==> src/rtl/instruction_fetch.sv <==
// Fetch stage: PC + instruction register feeding decode, with stall hold and execute redirects.
// Optional JMP_EARLY_EN: jmp opcodes redirect the PC at capture time (zero-bubble jmp).
module instruction_fetch #(
  parameter int                 ADDR_W   = 4,
  parameter int                 INST_W   = 16,
  parameter logic [ADDR_W-1:0]  RESET_PC = '0,
  parameter logic [3:0]         OPC_JMP  = 4'b1000
) (
  input  logic              clk,
  input  logic              rst,
  output logic [ADDR_W-1:0] rom_address,
  input  logic [INST_W-1:0] rom_instruction,
  input  logic              stall,
  input  logic              redirect_valid,
  input  logic [ADDR_W-1:0] redirect_target,
  output logic [INST_W-1:0] ir,
  output logic [ADDR_W-1:0] ir_pc,
  output logic              ir_valid
);

  typedef enum logic [1:0] {
    BOOT  = 2'd0,
    RUN   = 2'd1,
    HOLD  = 2'd2,
    FLUSH = 2'd3
  } state_e;

  state_e              state_q, state_d;
  logic [ADDR_W-1:0]   pc_q, pc_d;
  logic [INST_W-1:0]   ir_q, ir_d;
  logic [ADDR_W-1:0]   ir_pc_q, ir_pc_d;
  logic                ir_valid_q, ir_valid_d;
  logic                take_redirect;
  logic                capture;
  logic [ADDR_W-1:0]   seq_pc;

  always_ff @(posedge clk or posedge rst) begin
    if (rst) begin
      state_q <= BOOT;
    end else begin
      state_q <= state_d;
    end
  end

  always_comb begin
    state_d = state_q;
    case (state_q)
      BOOT: state_d = RUN;
      RUN, HOLD, FLUSH: begin
        if (redirect_valid) begin
          state_d = FLUSH;
        end else if (stall) begin
          state_d = HOLD;
        end else begin
          state_d = RUN;
        end
      end
      default: state_d = BOOT;
    endcase
  end

  // BOOT spends one cycle idle; every other state fetches unless stalled or redirected.
  always_comb begin
    take_redirect = 1'b0;
    capture       = 1'b0;
    if (state_q != BOOT) begin
      take_redirect = redirect_valid;
      capture       = !redirect_valid && !stall;
    end
  end

`ifdef JMP_EARLY_EN
  always_comb begin
    if (rom_instruction[INST_W-1 -: 4] == OPC_JMP) begin
      seq_pc = ADDR_W'(rom_instruction[11:8]);
    end else begin
      seq_pc = pc_q + ADDR_W'(1);
    end
  end
`else
  assign seq_pc = pc_q + ADDR_W'(1);
`endif

  always_comb begin
    pc_d       = pc_q;
    ir_d       = ir_q;
    ir_pc_d    = ir_pc_q;
    ir_valid_d = ir_valid_q;
    if (take_redirect) begin
      pc_d       = redirect_target;
      ir_valid_d = 1'b0;
    end else if (capture) begin
      pc_d       = seq_pc;
      ir_d       = rom_instruction;
      ir_pc_d    = pc_q;
      ir_valid_d = 1'b1;
    end
  end

  always_ff @(posedge clk or posedge rst) begin
    if (rst) begin
      pc_q       <= RESET_PC;
      ir_q       <= '0;
      ir_pc_q    <= '0;
      ir_valid_q <= 1'b0;
    end else begin
      pc_q       <= pc_d;
      ir_q       <= ir_d;
      ir_pc_q    <= ir_pc_d;
      ir_valid_q <= ir_valid_d;
    end
  end

  assign rom_address = pc_q;
  assign ir          = ir_q;
  assign ir_pc       = ir_pc_q;
  assign ir_valid    = ir_valid_q;

endmodule
==> config.mk <==
export PLATFORM = sky130hd
export DESIGN_NAME = instruction_fetch
export DESIGN_NICKNAME = d
export VERILOG_FILES = /design/src/rtl/instruction_fetch.sv
export SDC_FILE = /design/constraint.sdc
export NUM_CORES = 1
export LEC_CHECK = 0
export ABC_AREA = 1
export CORE_UTILIZATION = 45
export DETAILED_ROUTE_END_ITERATION = 8
export PLACE_DENSITY = 0.84
export SLEW_MARGIN = 10
export SYNTH_ARGS = -nofsm -noshare
export SYNTH_HDL_FRONTEND = slang
export SYNTH_SLANG_ARGS = --single-unit
==> constraint.sdc <==
create_clock -name clk -period 2 [get_ports clk]
set_input_delay 0.4 -clock clk [delete_from_list [all_inputs] [get_ports clk]]
set_output_delay 0.4 -clock clk [all_outputs]
set_load 0.03 [all_outputs]
==> impl_metrics.csv <==
group,metric,value,unit
clocking,cts_tree,"built",
global_routing,gr-total-overflow,0,
run,drv_cap,0,
placement,gp_congestion,0.7561,
global_routing,grt_pass1_vias,994,
power,p_per_area,854.1,nW/um^2
power,p_leak,0.8683,nW
final_layout,n_fill_cell,204,
clocking,clock-sinks,27,
final_layout,fin_area,1685,sq um
die,pin_count,49,
clocking,insertion_delay,0.32,ns
setup_path,worstPathArrival,1.50,ns
route,drc,0,
clocking,root_buffer,"clkbuf_4",
global_routing,grt_start_max_net_pins,28,
yosys,ys_ff_latch,27,
setup_path,crit_fanout,6,
final_layout,nets,216,
die,floorplan.initialDensity,0.4740,
sta,fin_crit,1.900,ns
yosys,avgSynthCellArea,8.312,sq um
power,seq_power_share,0.478,
sta,final.period_utilization,0.9499,
yosys,ys_top_cells_by_area,"dfrtp_1 (58%), nand2_1 (25%), inv_1 (3.9%)",
yosys,synth_cell_types,15,
sta,max-slew-margin-rel,0.7731,
sta,fin_skew,0.002115,ns
final_layout,syn2layout_area_growth,44.84,%
clocking,path_clk_slew,0.13,ns
clocking,cts_inserted_buffers,3,
route,dr.first_iter.drc_count,12,
yosys,yosysTopAreaCellShare,0.5806,
die,core_area,2455,sq um
yosys,yosysWarnings,0,
sta,finalSetupViolations,0,
sta,finalHoldViolations,0,
setup_path,required,1.60,ns
global_routing,grt_first_pass_wirelength,4126,microns
route,dr.pass1.iters,4,
clocking,cts_hold_buf,0,
hold_path,hp-class,"in -> async",
route,num_vias,1071,
power,pwr-share-clk,0.156,
sta,worst_pin_slew,0.3392,ns
route,drt_wl_total,2672,microns
yosys,netlist_area,1164,sq um
power,switchingPower,508.9,uW
power,p_int,930.6,uW
power,swShare,0.3536,
route,via_per_inst,4.868,
final_layout,diodes,0,
yosys,synthCells,140,
yosys,ys_seq_area_frac,0.5806,
clocking,cts_setup_buffers,0,
sta,max_freq,526.4,MHz
clocking,clock_path_buffers,2,
setup_path,crit_type,"reg -> out",
final_layout,final_core_util,0.6865,
final_layout,ff_latch_area,675.6,sq um
die,dieArea,2793,sq um
die,dieHeight,52.85,microns
final_layout,multiInputGateArea,404.1,sq um
placement,dp_hpwl,2029,microns
final_layout,drive_gt1_frac,0.04211,
setup_path,cpPeakStageDelay,0.71,ns
global_routing,antenna_found_initial,0,
setup_path,end_kind,"output port",
setup_path,critPathSlowestCell,"clkdlybuf4s50_1",
route,wl_per_cell,12.15,microns
setup_path,critPathTopFamily,"buffers and inverters",
setup_path,cp_cell_sequence,"clkdlybuf4s50_1",
setup_path,start_kind,"flop",
clocking,cts_max_level,1,
sta,drv_slew,0,
die,die_x,52.85,microns
clocking,post_cts_resized,0,
placement,place_area,1659,sq um
yosys,yosysTopAreaCell,"dfrtp_1",
yosys,synth.net_count,165,
route,antenna_left,0,
setup_path,crit_buf_inv,1,
die,rows,18,
sta,rsz0062_at_grt,"no",
global_routing,grt_use_total,0.2091,
placement,port_buffers,48,
power,ir_worst_vdd,0.0005906,V
power,comb_power_share,0.366,
sta,fin_tns_setup,0,ns
outcome,outcome,"completed",
[final timing paths]
| path | cells past startpoint | slack, ns | start | endpoint |
|---|---|---|---|---|
| min in group clk | 2 | 0.50 | ir_pc[1]$_DFFE_PP0P_ | ir_pc[1]$_DFFE_PP0P_ |
| hold reg to reg | 2 | 0.50 | ir_pc[1]$_DFFE_PP0P_ | ir_pc[1]$_DFFE_PP0P_ |
| max in group asynchronous | 3 | 1.33 | rst | ir[5]$_DFFE_PP0P_ |
| hold / removal | 3 | 0.41 | rst | ir[9]$_DFFE_PP0P_ |
| setup / recovery | 1 | 0.10 | rom_address[1]$_DFFE_PP0P_ | rom_address[1] |
| setup reg to reg | 6 | 0.82 | state_q[0]$_DFF_PP0_ | ir[12]$_DFFE_PP0P_ |
[flip-flops by register name, summed over array words and instances (netlist names)]
register	flops
ir	16
ir_pc	4
rom_address	4
state_q	2
ir_valid	1
[placed cells by master (no fill, tap or decap)]
master,instances
o21ai_1,1
ha_1,1
inv_1,12
o21ai_0,1
nand3_1,7
clkbuf_4,3
nand4_1,1
clkdlybuf4s50_1,48
dfrtp_1,27
nand2_1,78
nand2_4,1
inv_6,1
nor2_4,1
nand2_2,1
buf_4,1
clkbuf_1,1
nor2_1,5
[cell families (layout without fill, tap and decap cells)]
logic type      count (synthesis)  after routing  share of synthesized area
fa+ha+maj                       1              1                    0.01075
buf+inv                        16             66                    0.07204
flops                          27             27                     0.5806
compound gates                  2              2                   0.008594
simple gates                   94             94                     0.3280
[layer usage]
metal | global-route usage | share of wire | vias to the layer above
met4 | 0.1053 | 0.024 | 0
met1 | 0.2228 | 0.40 | 509
met3 | 0.02874 | 0.048 | 6
met2 | 0.3945 | 0.53 | 34
met5 | 0 | 0 | -
li1 | - | - | 522
[power by group through the flow]
stage | Combinational [mW] | Clock [mW] | Sequential (mW)
6_report | 0.527 | 0.224 | 0.689
5_1_grt | 0.570 | 0.255 | 0.699
4_1_cts | 0.532 | 0.233 | 0.688
3_5_place_dp | 0.530 | 0 | 0.699
3_3_place_gp | 0.517 | 0 | 0.695
2_1_floorplan | 0.134 | 0 | 0.849
[metrics by stage]
step           cells  power (mW)  setup slack [ns]  hold WS [ns]
3_3_place_gp     216       1.212            0.4124        0.4608
6_report         220       1.440            0.1002        0.4146
5_1_grt          220       1.523           0.02838        0.4632
2_1_floorplan    140      0.9824            0.8356        0.4527
4_1_cts          220       1.454           0.08775        0.4204
3_5_place_dp     216       1.229            0.3389        0.4761
[worst register-to-register path, cell delays in order, from the launching register on]
cell and delay, ns:
dfrtp_1 0.41, inv_1 0.07, nand2_2 0.10, nand2_4 0.26, inv_6 0.12, nand2_1 0.09, nand2_1 0.05
[area by class of cell]
cell class                 instances  area share
timing repair buffer              49      0.2895
tap                               30     0.02227
inverter                          13     0.03192
multi-input combinational         97      0.2398
clock buffer                       4     0.01559
sequential                        27      0.4009
[cells in the mapped netlist (all sizes together)]
| cell type | instances |
|---|---|
| dfrtp | 27 |
| nor2 | 6 |
| nand3 | 7 |
| o21ai | 2 |
| nand4 | 1 |
| ha | 1 |
| nand2 | 80 |
| buf | 3 |
| inv | 13 |
(Power assumes the default switching activity.)
